[config.mk]
export PLATFORM = sky130hd
export DESIGN_NAME = dmem_copy_engine
export DESIGN_NICKNAME = d
export VERILOG_FILES = /design/src/rtl/dmem_copy_engine_pkg.sv /design/src/rtl/dmem_addr_gen.sv /design/src/rtl/dmem_copy_engine.sv
export SDC_FILE = /design/constraint.sdc
export NUM_CORES = 1
export LEC_CHECK = 0
export ABC_AREA = 1
export CAP_MARGIN = 20
export CORE_MARGIN = 3
export CORE_UTILIZATION = 49
export CTS_BUF_LIST = sky130_fd_sc_hd__clkbuf_2 sky130_fd_sc_hd__clkbuf_4 sky130_fd_sc_hd__clkbuf_8
export CTS_CLUSTER_DIAMETER = 150
export DETAILED_ROUTE_END_ITERATION = 10
export GPL_TIMING_DRIVEN = 0
export PLACE_DENSITY = 0.95
export SETUP_SLACK_MARGIN = 0.4
export SYNTH_ARGS = -nofsm -noshare
export SYNTH_HDL_FRONTEND = slang
export SYNTH_HIERARCHICAL = 1
export SYNTH_SLANG_ARGS = --single-unit
[constraint.sdc]
create_clock -name clk -period 4 [get_ports clk]
set_input_delay 1.2 -clock clk [delete_from_list [all_inputs] [get_ports clk]]
set_output_delay 1.2 -clock clk [all_outputs]
set_load 0.05 [all_outputs]
[src/rtl/dmem_copy_engine_pkg.sv]
// -----------------------------------------------------------------------------
// dmem_copy_engine_pkg
//   Shared definitions for the data-memory copy/fill engine: FSM state
//   encoding, transfer mode constants and the default memory geometry that
//   the engine shares with the data memory it drives.
// -----------------------------------------------------------------------------
package dmem_copy_engine_pkg;

    // Default geometry, kept in step with the data memory.
    localparam int DEF_DATA_W     = 32;
    localparam int DEF_ADDR_W     = 32;
    localparam int DEF_DEPTH_LOG2 = 8;

    // Transfer modes as sampled on the `mode` input.
    localparam logic MODE_COPY = 1'b0;
    localparam logic MODE_FILL = 1'b1;

    typedef enum logic [1:0] {
        ST_IDLE = 2'd0,
        ST_RD   = 2'd1,
        ST_WR   = 2'd2,
        ST_FIN  = 2'd3
    } state_e;

endpackage : dmem_copy_engine_pkg

[src/rtl/dmem_addr_gen.sv]
// -----------------------------------------------------------------------------
// dmem_addr_gen
//   Address generator for the copy engine. Latches the source/destination
//   base word indices and the transfer length at load time, keeps the word
//   counter, and produces wrapped (modulo 2**DEPTH_LOG2) word addresses.
//
// Ports
//   clk, rst       clock, asynchronous active-high reset
//   load_i         capture bases/length and clear the counter
//   advance_i      increment the counter (one word written)
//   src_i, dst_i   base word indices (low DEPTH_LOG2 bits only)
//   len_i          transfer length, 1..2**DEPTH_LOG2 when used
//   dst_cur_o      dst + cnt        (address of the word being written now)
//   src_nxt_o      src + cnt + 1    (next read address after this write)
//   dst_nxt_o      dst + cnt + 1    (next write address after this write)
//   last_o         cnt + 1 == len   (the current write is the final one)
// -----------------------------------------------------------------------------
module dmem_addr_gen #(
    parameter int DEPTH_LOG2 = 8
) (
    input  logic                  clk,
    input  logic                  rst,
    input  logic                  load_i,
    input  logic                  advance_i,
    input  logic [DEPTH_LOG2-1:0] src_i,
    input  logic [DEPTH_LOG2-1:0] dst_i,
    input  logic [DEPTH_LOG2:0]   len_i,
    output logic [DEPTH_LOG2-1:0] dst_cur_o,
    output logic [DEPTH_LOG2-1:0] src_nxt_o,
    output logic [DEPTH_LOG2-1:0] dst_nxt_o,
    output logic                  last_o
);

    localparam int CNT_W = DEPTH_LOG2 + 1;

    logic [DEPTH_LOG2-1:0] src_q;
    logic [DEPTH_LOG2-1:0] dst_q;
    logic [CNT_W-1:0]      len_q;
    logic [CNT_W-1:0]      cnt_q;
    logic [CNT_W-1:0]      cnt_inc;

    // NOTE: sequential state uses non-blocking assignments so every register
    // samples the pre-edge value of its neighbours, independent of block order.
    always_ff @(posedge clk or posedge rst) begin
        if (rst) begin
            src_q <= '0;
            dst_q <= '0;
            len_q <= '0;
            cnt_q <= '0;
        end else if (load_i) begin
            src_q <= src_i;
            dst_q <= dst_i;
            len_q <= len_i;
            cnt_q <= '0;
        end else if (advance_i) begin
            cnt_q <= cnt_inc;
        end
    end

    assign cnt_inc = cnt_q + CNT_W'(1);

    // Truncating to DEPTH_LOG2 bits is the modulo wrap of the word index.
    assign dst_cur_o = dst_q + cnt_q[DEPTH_LOG2-1:0];
    assign src_nxt_o = src_q + cnt_inc[DEPTH_LOG2-1:0];
    assign dst_nxt_o = dst_q + cnt_inc[DEPTH_LOG2-1:0];
    assign last_o    = (cnt_inc == len_q);

endmodule : dmem_addr_gen

[src/rtl/dmem_copy_engine.sv]
// -----------------------------------------------------------------------------
// dmem_copy_engine
//   Memory-port initiator that copies LEN words from SRC to DST (COPY) or
//   writes LEN copies of a pattern from DST upward (FILL). It owns the data
//   memory port while `busy` is high; an external mux hands the port back to
//   the CPU otherwise.
//
//   COPY alternates RD/WR per word; FILL stays in WR. The copy is strictly
//   ascending, so an overlapping dst > src replicates the leading words.
//
// Ports
//   clk, rst        clock, asynchronous active-high reset
//   start           one-cycle request, sampled only in IDLE
//   mode            0 = COPY, 1 = FILL (latched at start)
//   src, dst        source / destination word addresses (latched at start)
//   len             word count 0..2**DEPTH_LOG2 (latched at start)
//   pattern         fill value (latched at start)
//   read_add        shared memory address (registered)
//   write_data      memory write data (registered)
//   MemRead         read strobe; read_data is valid in the same cycle
//   MemWrite        write strobe; memory writes on the rising edge
//   read_data       memory read data
//   busy            high while in RD or WR
//   done            one-cycle completion pulse
// -----------------------------------------------------------------------------
module dmem_copy_engine
    import dmem_copy_engine_pkg::*;
#(
    parameter int DATA_W     = DEF_DATA_W,
    parameter int ADDR_W     = DEF_ADDR_W,
    parameter int DEPTH_LOG2 = DEF_DEPTH_LOG2
) (
    input  logic                  clk,
    input  logic                  rst,
    input  logic                  start,
    input  logic                  mode,
    input  logic [ADDR_W-1:0]     src,
    input  logic [ADDR_W-1:0]     dst,
    input  logic [DEPTH_LOG2:0]   len,
    input  logic [DATA_W-1:0]     pattern,
    output logic [ADDR_W-1:0]     read_add,
    output logic [DATA_W-1:0]     write_data,
    output logic                  MemRead,
    output logic                  MemWrite,
    input  logic [DATA_W-1:0]     read_data,
    output logic                  busy,
    output logic                  done
);

    state_e                state_q;
    logic                  mode_q;
    logic [DATA_W-1:0]     pattern_q;
    logic [ADDR_W-1:0]     read_add_q;
    logic [DATA_W-1:0]     write_data_q;
    logic                  mem_read_q;
    logic                  mem_write_q;
    logic                  busy_q;
    logic                  done_q;

    logic                  ag_load;
    logic                  ag_advance;
    logic [DEPTH_LOG2-1:0] dst_cur;
    logic [DEPTH_LOG2-1:0] src_nxt;
    logic [DEPTH_LOG2-1:0] dst_nxt;
    logic                  last_word;

    // Only the low DEPTH_LOG2 address bits select a word; the rest wrap away.
    logic unused_addr_bits;
    assign unused_addr_bits = ^{src[ADDR_W-1:DEPTH_LOG2], dst[ADDR_W-1:DEPTH_LOG2]};

    // The counter advances on every WR edge, including the final one; the
    // value left behind is irrelevant because the next start reloads it.
    assign ag_load    = (state_q == ST_IDLE) && start;
    assign ag_advance = (state_q == ST_WR);

    dmem_addr_gen #(
        .DEPTH_LOG2 (DEPTH_LOG2)
    ) u_addr_gen (
        .clk       (clk),
        .rst       (rst),
        .load_i    (ag_load),
        .advance_i (ag_advance),
        .src_i     (src[DEPTH_LOG2-1:0]),
        .dst_i     (dst[DEPTH_LOG2-1:0]),
        .len_i     (len),
        .dst_cur_o (dst_cur),
        .src_nxt_o (src_nxt),
        .dst_nxt_o (dst_nxt),
        .last_o    (last_word)
    );

    // Outputs are loaded on the edge that enters a state, so every strobe and
    // address is a plain flop output during the cycle it applies to.
    always_ff @(posedge clk or posedge rst) begin
        if (rst) begin
            state_q      <= ST_IDLE;
            mode_q       <= MODE_COPY;
            pattern_q    <= '0;
            read_add_q   <= '0;
            write_data_q <= '0;
            mem_read_q   <= 1'b0;
            mem_write_q  <= 1'b0;
            busy_q       <= 1'b0;
            done_q       <= 1'b0;
        end else begin
            // NOTE: strobes and done default low each cycle so only the state
            // being entered raises them; address/data keep their last value.
            mem_read_q  <= 1'b0;
            mem_write_q <= 1'b0;
            done_q      <= 1'b0;

            unique case (state_q)
                ST_IDLE: begin
                    if (start) begin
                        mode_q    <= mode;
                        pattern_q <= pattern;
                        if (len == '0) begin
                            state_q <= ST_FIN;
                            done_q  <= 1'b1;
                        end else if (mode == MODE_COPY) begin
                            state_q    <= ST_RD;
                            busy_q     <= 1'b1;
                            mem_read_q <= 1'b1;
                            read_add_q <= ADDR_W'(src[DEPTH_LOG2-1:0]);
                        end else begin
                            state_q      <= ST_WR;
                            busy_q       <= 1'b1;
                            mem_write_q  <= 1'b1;
                            read_add_q   <= ADDR_W'(dst[DEPTH_LOG2-1:0]);
                            write_data_q <= pattern;
                        end
                    end
                end

                ST_RD: begin
                    // The memory answers combinationally, so the word is
                    // captured straight into the write-data register.
                    state_q      <= ST_WR;
                    mem_write_q  <= 1'b1;
                    read_add_q   <= ADDR_W'(dst_cur);
                    write_data_q <= read_data;
                end

                ST_WR: begin
                    if (last_word) begin
                        state_q <= ST_FIN;
                        busy_q  <= 1'b0;
                        done_q  <= 1'b1;
                    end else if (mode_q == MODE_COPY) begin
                        state_q    <= ST_RD;
                        mem_read_q <= 1'b1;
                        read_add_q <= ADDR_W'(src_nxt);
                    end else begin
                        state_q      <= ST_WR;
                        mem_write_q  <= 1'b1;
                        read_add_q   <= ADDR_W'(dst_nxt);
                        write_data_q <= pattern_q;
                    end
                end

                ST_FIN: begin
                    state_q <= ST_IDLE;
                end

                default: begin
                    state_q <= ST_IDLE;
                    busy_q  <= 1'b0;
                end
            endcase
        end
    end

    assign read_add   = read_add_q;
    assign write_data = write_data_q;
    assign MemRead    = mem_read_q;
    assign MemWrite   = mem_write_q;
    assign busy       = busy_q;
    assign done       = done_q;

endmodule : dmem_copy_engine
Word level (Yosys, flattened, before mapping)
Cells that the tools add are included.
- register bits after elaboration: 137
- bits of input ports: 141
- word-level logic and storage cells: 77
- add/sub/neg operators: 4
- eq/ne operators: 10
- muxes and demuxes: 40
- reductions and logical operators: 10
- operators with widths (kind ; count):
    32-bit two-way mux ; 8
    32-bit case mux with 3 select lines ; 2
    8-bit adder ; 3
    9-bit two-way mux ; 2
    1-bit two-way mux ; 16
    8-bit two-way mux ; 2
    2-bit two-way mux ; 5
    2-bit inequality test (second input constant) ; 5
    9-bit by 1-bit adder with 9-bit output (second input constant) ; 1
    9-bit equality test ; 1
    9-bit zero test ; 1
    2-bit case mux with 4 select lines ; 1
    4-bit AND reduction ; 2
    1-bit case mux with 2 select lines ; 3
    6-bit AND reduction ; 1
    2-bit equality test (second input constant) ; 2
    2-bit nonzero test ; 2
    1-bit case mux with 3 select lines ; 1
    3-bit nonzero test ; 1
    2-bit by 1-bit equality test with 1-bit output (second input constant) ; 1
    2-bit zero test ; 1
    2-bit by 1-bit inequality test with 1-bit output (second input constant) ; 1
    2-bit AND reduction ; 1
    1-bit logical AND ; 1

Longest topological paths before layout
Gate-level depths: netlist (run 1).
- depth after elaboration: 5
- gate-level depth with buffers: 17

Hierarchy
Netlist (run 1), hierarchy kept.
- by module, submodules not included (module ; instances ; cells each ; area an instance (um2) ; sequential area each (um2)):
    dmem_copy_engine ; 1 ; 642 ; 4513.1 ; 1976.9
    dmem_addr_gen ; 1 ; 323 ; 2458.6 ; 850.8

Least setup slack after synthesis (run 1)
No wires, ideal clock.
- path type: in2reg
- start point: input port start
- end point: register u_addr_gen.len_q[3]
- setup time: 0.135 ns
- data arrival time: 2.155 ns
- slack: 1.711 ns
- stages: 6
- path buffers: 3
- path through: nand2_1 > buf_2 > inv_1 > clkbuf_1 > clkbuf_1 > o21ai_0
- longest elaborated chain between the ends: 1
- ends and longest elaborated chain (what ; line ; source):
    start: declaration ; dmem_copy_engine.sv:35 ; input logic start,
    1-bit logical AND ; dmem_copy_engine.sv:73 ; assign ag_load = (state_q == ST_IDLE) && start;
    named net ag_load ; dmem_copy_engine.sv:60 ; logic ag_load;
    end signal: assignment ; dmem_addr_gen.sv:53 ; len_q <= len_i;
    end: declaration ; dmem_addr_gen.sv:38 ; logic [CNT_W-1:0] len_q;
The timed path passes the listed nets, and every way through them passes these cells.
A chain may end at the register's enable or synchronous reset.

Final worst setup path (run 1)
- start point: input port start
- end point: register u_addr_gen.len_q[4]
The elaborated chain is that of the path after synthesis.

==> results.md, run 1 <==
- Status: finished, final reports clean
- Drt wl/cell: 15.1 um
- Setup Buffers After CTS: 0
- Top FF cell, synth: dfrtp_1
- Global-route wire length before repair: 33.0 mm
- Share of layout cells above drive strength 1: 8.55%
- Layout Utilization: 67.2%
- Post-synthesis cell count: 965
- WP data arrival: 3.38 ns
- Vert. Die Dim: 125 um
- Lkg Pwr: 4.69 nW
- Horiz. Die Dim: 125 um
- Sequential fraction of the synthesis area: 40.6%
- R2R Setup Slk: 1.23 ns
- Area contributors post-synth: dfrtp_1 41%, nand2_1 21%, o21ai_0 6.2%
- CP peak stage delay: 0.53 ns
- Synth Area per Inst: 7.22 um2
- Max Transition Viols Final: 0
- # hold bufs at CTS: 0
- Total power: 7.56 mW
- Routed Antenna Nets: 0
- Diode count: 0
- Site Rows: 42
- Resized cells post-CTS: 0
- FF+latch count, synth: 113
- CTS buffer count: 17
- Detailed Place HPWL: 14.9 mm
- Vias per inst: 5.38
- Final wirelength: 20.2 mm
- I/O pin cnt: 209
- Clock Skews: 0.0127 ns
- Clock root cell: clkbuf_8
- Number of synthesized flops with an enable pin: 0
- Slowest CP cell: clkbuf_1
- Top post-synthesis cells by count: 397 x nand2_1, 113 x dfrtp_1, 87 x o21ai_0
- DRT iter0 DRCs: 644
- Gr ovfl total: 0
- Slew @ Worst Pin: 0.604 ns
- Cell Chain, Critical Path: clkdlybuf4s50_1, nand2_1, buf_2, inv_1, clkbuf_1, clkbuf_1, nand2_1, o21ai_0
- Req. time, crit path: 4.35 ns
- Core area: 13600 um2
- Clock tree from TritonCTS: done
- Max-Cap Viols: 0
- Final min period: 3.04 ns
- Num Clock Sinks: 113
- Fill cells: 1050
- Vias in the first global route: 6896
- Post-synth ARST share: 100%
- Post-route DRC violation count: 0
- Worst-Skew Late Latency: 0.45 ns
- Clk slew on worst S/H paths: 0.06 ns
- GP Congestion: 0.906
- CTS Buffer Depth: 2
- GRT Util Overall: 25.7%
- RSZ-0062 raised after global routing: false
- Synth warn: 6
- Crit-path max FO: 10
- # setup viols final: 0
- Cell Area, Synth: 6970 um2
- Largest net degree at the start of global routing: 42
- Cell with the most instances after synthesis: nand2_1
- Fin crit share: 75.9%
- Pwr Density: 829 nW/um2
- CP Class: input pin to register
- Placed cells: 1302
- Max_slew headroom: 59.7%
- CP Launch Type: input pin
- Design Area, Final: 9120 um2
- Initial antenna violation count: 0
- Net count, final: 1316
- Post-synth top area share: 40.6%
- Fmax: 0.329 GHz
- Synth unique cells: 33
- DP Area: 8690 um2
- DRT Pass-1 Iters: 6
- Hold WC Path Type: register to register
- Final Hold Fails: 0
- Area grow syn2layout: 30.8%
- H-tree level count: 4
- Die Footprint: 15700 um2
- Finished Layout Cells: 1334
- Initial core utilization: 51.4%
- Setup crit end kind: register
- Worst vdd ir: 0.670 mV
- Via count: 7179
- Buffers on Ports: 136
- WHS: 0.467 ns
- Synth area leader: dfrtp_1
worst max-delay path: cells and delay by family:
family | cells | cell delay (ns)
compound gates | 1 | 0.12
buf+inv | 5 | 1.80
simple gates | 2 | 0.27
cell families (layout without fill, tap and decap cells):
kind of cell | count (synthesis) | count (layout) | synth area share [%]
AOI/OAI and AO/OA | 126 | 126 | 9.31
and+or+nand+nor | 518 | 518 | 31.7
other | 1 | 24 | 0.0538
DFF | 113 | 113 | 40.6
adders and majority gates | 30 | 30 | 5.71
buffers and inverters | 157 | 327 | 10.1
xor gates and xnor gates | 20 | 20 | 2.51
registers in the layout (all words and copies together), names as in the netlist:
register,count
MemRead,1
busy,1
write_data,32
mode_q,1
pattern_q,32
u_addr_gen/dst_q,8
MemWrite,1
u_addr_gen/len_q,9
u_addr_gen/src_q,8
read_add,8
state_q,2
done,1
u_addr_gen/cnt_q,9
final timing paths:
check | to | from | depth (start not counted)
hold reg to reg | write_data[28] | write_data[28] | 2
hold / removal | write_data[28] | write_data[28] | 2
setup reg to reg | write_data[15] | u_addr_gen/cnt_q[1] | 15
min in group asynchronous | write_data[4] | rst | 2
max in group asynchronous | read_add[1] | rst | 3
setup / recovery | u_addr_gen/len_q[4] | start | 8
layout make-up:
class	instances	area (um2)	area share, %
plain buffers	68	373	4.09
clock buffers	23	298	3.27
clock inverters	9	130	1.43
inverters	89	337	3.69
multi-input cells	718	3520	38.6
flip-flops and latches	113	2830	31.0
well taps	176	220	2.42
repair buffers	138	1410	15.5
through the flow:
| stage | worst slack [ns] | setup TNS (ns) |
|---|---|---|
| 6_report | 0.963 | 0 |
| 2_1_floorplan | 0.777 | 0 |
| 3_5_place_dp | 0.591 | 0 |
| 3_3_place_gp | -0.525 | -41.05 |
| 4_1_cts | 1.04 | 0 |
| 5_1_grt | 0.847 | 0 |
metal layers:
layer	up-vias	track usage [%]	part of all wire, %
met1	3333	32.5	40
met2	398	41.8	48
met4	0	12.4	3.5
met5	-	0	0
li1	3388	-	-
met3	60	5.67	8.5
placed cells by master, fill, tap and decap left out, drive strengths merged:
cell	n
ha	27
nor3	3
a21oi	24
bufinv	3
nand3	53
o22ai	4
dfrtp	113
buf	42
conb	24
xnor2	6
inv	88
xor2	14
clkinv	6
or2	1
clkinvlp	1
o21ai	97
nand3b	1
clkbuf	51
o21bai	1
nand4	35
nor2	18
clkdlybuf4s50	136
nand2	407
fa	3
where the power goes:
group	total (mW)	switching, mW	internal (mW)
sequential	2.00	0.344	1.66
combinational	4.39	2.94	1.45
clock	1.17	0.483	0.685
(Power assumes the default switching activity.)
==> inputs of run 2 (changes only) <==
==> constraint.sdc (replaced) <==
create_clock -name clk -period 3.2 [get_ports clk]
set_input_delay 0.96 -clock clk [delete_from_list [all_inputs] [get_ports clk]]
set_output_delay 0.96 -clock clk [all_outputs]
set_load 0.05 [all_outputs]
==> results.md, run 2 (same netlist as run 1, synthesis figures left out) <==
- Status: finished, final reports clean
- GP Congestion: 0.915 (+0.97%)
- Placed cells: 1302 (unchanged)
- Met3 wire length: 1.69 mm (-1.6%)
- Hold WC Path Type: register to register
- Most frequent cells in the layout: 397 x nand2_1, 136 x clkdlybuf4s50_1, 111 x dfrtp_1, 87 x o21ai_0, 83 x inv_1
- WHS: 0.473 ns (+0.00573 ns)
- Gate power share: 59.0% (+1.0 points)
- Detailed Place HPWL: 14.8 mm (-0.85%)
- Final wirelength: 20.1 mm (-0.46%)
- Net count, final: 1316 (unchanged)
- Routed Antenna Nets: 0 (unchanged)
- CP Launch Type: register
- Vias in the first global route: 6921 (+0.36%)
- Setup crit end kind: register
- Int Power: 4.64 mW (+22%)
- Worst-Skew Late Latency: 0.44 ns (about the same)
- Vert. Die Dim: 125 um (unchanged)
- Global-route wire length before repair: 32.4 mm (-1.8%)
- Buffers on Ports: 136 (unchanged)
- Slowest CP cell: fa_1
- Die Footprint: 15700 um2 (unchanged)
- Met1 WL: 8.06 mm (-0.91%)
- Most common cell after layout, fill and taps aside: nand2_1
- DRT iter0 DRCs: 706 (+9.6%)
- Sequential share of power: 26.8% (+0.3 points)
- Crit path from: u_addr_gen/cnt_q[1]
- P_sw: 4.70 mW (+25%)
- Multi-input gate area: 3530 um2 (+0.21%)
- Core area: 13600 um2 (unchanged)
- Req. time, crit path: 3.56 ns (-0.79 ns)
- Slew @ Worst Pin: 0.879 ns (+0.276 ns)
- WP data arrival: 3.09 ns (-0.29 ns)
- GRT Util Overall: 25.4% (-0.24 points)
- Cell Chain, Critical Path: ha_1, inv_1, fa_1, o21ai_0, nand2_1, nand2_1, a21oi_1, xor2_1, nand2_1, nand3_1, nand2_1, o21ai_1
- Num Clock Sinks: 113 (unchanged)
- Clock tree from TritonCTS: done
- Sw Share: 50.3% (+0.54 points)
- CTS buffer count: 17 (unchanged)
- Clk slew on worst S/H paths: 0.06 ns (about the same)
- H-tree level count: 4 (unchanged)
- Detailed-routed wire length on met2: 9.77 mm (+1.6%)
- Via count: 7125 (-0.75%)
- CP Class: register to register
- CP peak stage delay: 0.46 ns (-0.07 ns)
- Max-Cap Viols: 0 (unchanged)
- Final min period: 2.73 ns
- Max Transition Viols Final: 0 (unchanged)
- Gr ovfl total: 0 (unchanged)
- Cell mode on critical path: nand2_1
- Pwr Density: 1030 nW/um2 (+24%)
- Horiz. Die Dim: 125 um (unchanged)
- Worst vdd ir: 0.773 mV (+15%)
- Clock root cell: clkbuf_8
- Crit-path max FO: 6 (-4)
- Share of layout cells above drive strength 1: 8.82% (+0.27 points)
- Clock Skews: 0.0125 ns (-0.000282 ns)
- Drt wl/cell: 15.1 um (-0.46%)
- Buf+Inv Stages, Crit Path: 1 (-4)
- Initial core utilization: 51.4% (unchanged)
- Max_slew headroom: 41.2% (-18 points)
- Area grow syn2layout: 30.4%
- CTS Buffer Depth: 2 (unchanged)
- Lkg Pwr: 4.67 nW (-0.54%)
- Fin crit share: 85.3%
- Post-route DRC violation count: 0 (unchanged)
- I/O pin cnt: 209 (unchanged)
- # hold bufs at CTS: 0 (unchanged)
- Clock Power Share: 14.2% (-1.3 points)
- Top Metal Used: met4
- Reg-to-reg startpoint: u_addr_gen/cnt_q[1]
- # setup viols final: 0 (unchanged)
- Final Hold Fails: 0 (unchanged)
- Setup tns final: 0 ns (unchanged)
- Cell family with most CP delay: adder cells
- Largest net degree at the start of global routing: 41 (-2.4%)
- Sequential cell area: 2830 um2 (about the same)
- RSZ-0062 raised after global routing: false
- Initial antenna violation count: 1 (+1)
- DRT Pass-1 Iters: 5 (-1)
- Worst Hold Launch: write_data[28]
- Vias per inst: 5.34 (-0.75%)
- Fill cells: 1032 (-1.7%)
- Site Rows: 42 (unchanged)
- Fmax: 0.366 GHz
- Finished Layout Cells: 1334 (unchanged)
run 2: area by class of cell:
| cell class | instances | share of cell area (%) |
|---|---|---|
| well taps | 176 | 2.42 |
| multi-input cells | 718 | 38.8 |
| clock buffers | 21 | 3.04 |
| diodes | 1 | 0.0275 |
| flip-flops and latches | 113 | 31.1 |
| repair buffers | 138 | 15.5 |
| clock inverters | 10 | 1.22 |
| inverters | 89 | 3.71 |
| plain buffers | 68 | 4.13 |
run 2: power by group through the flow:
stage          registers [mW]  clock network [mW]  logic [mW]
6_report                 2.50                1.32        5.51
3_5_place_dp             2.49                   0        5.37
2_1_floorplan            3.23                   0        3.01
5_1_grt                  2.57                1.40        6.04
4_1_cts                  2.49                1.32        5.42
3_3_place_gp             2.48                   0        5.19
run 2: timing repair:
| action | 4_1_cts | 5_1_grt |
|---|---|---|
| endpoints found under the hold margin | 0 | 0 |
| endpoints found under the setup margin | 0 | 43 |
| setup buffers | 0 | 0 |
| gates resized for setup | 0 | 7 |
run 2: per-stage QoR:
step                      utilization (%)  worst slack [ns]  instance area, um2  power (mW)
after floorplan                         -             0.972                7060        6.24
after global placement               63.8             0.201                8640        7.66
after detailed placement             64.1             0.136                8690        7.86
after CTS                            67.0             0.479                9080        9.23
after global routing                 67.1             0.407                9090        10.0
final                                67.1             0.470                9090        9.34
run 2: layer usage:
| metal | up-vias | track usage, % |
|---|---|---|
| met3 | 49 | 6.27 |
| met5 | - | 0 |
| li1 | 3400 | - |
| met1 | 3269 | 31.5 |
| met4 | 0 | 11.2 |
| met2 | 407 | 42.4 |
run 2: final timing paths:
check	to	slack (ns)	depth (start not counted)
setup / recovery	read_add[6]	0.47	12
hold / removal	write_data[28]	0.47	2
setup reg to reg	read_add[6]	0.47	12
hold reg to reg	write_data[28]	0.47	2
max in group asynchronous	read_add[2]	1.40	3
min in group asynchronous	u_addr_gen/len_q[0]	0.99	2
run 2: worst min-delay path: cells and delay by family, from the launching register on:
kind | cells | cell delay (ns)
DFF | 1 | 0.34
and+or+nand+nor | 2 | 0.10
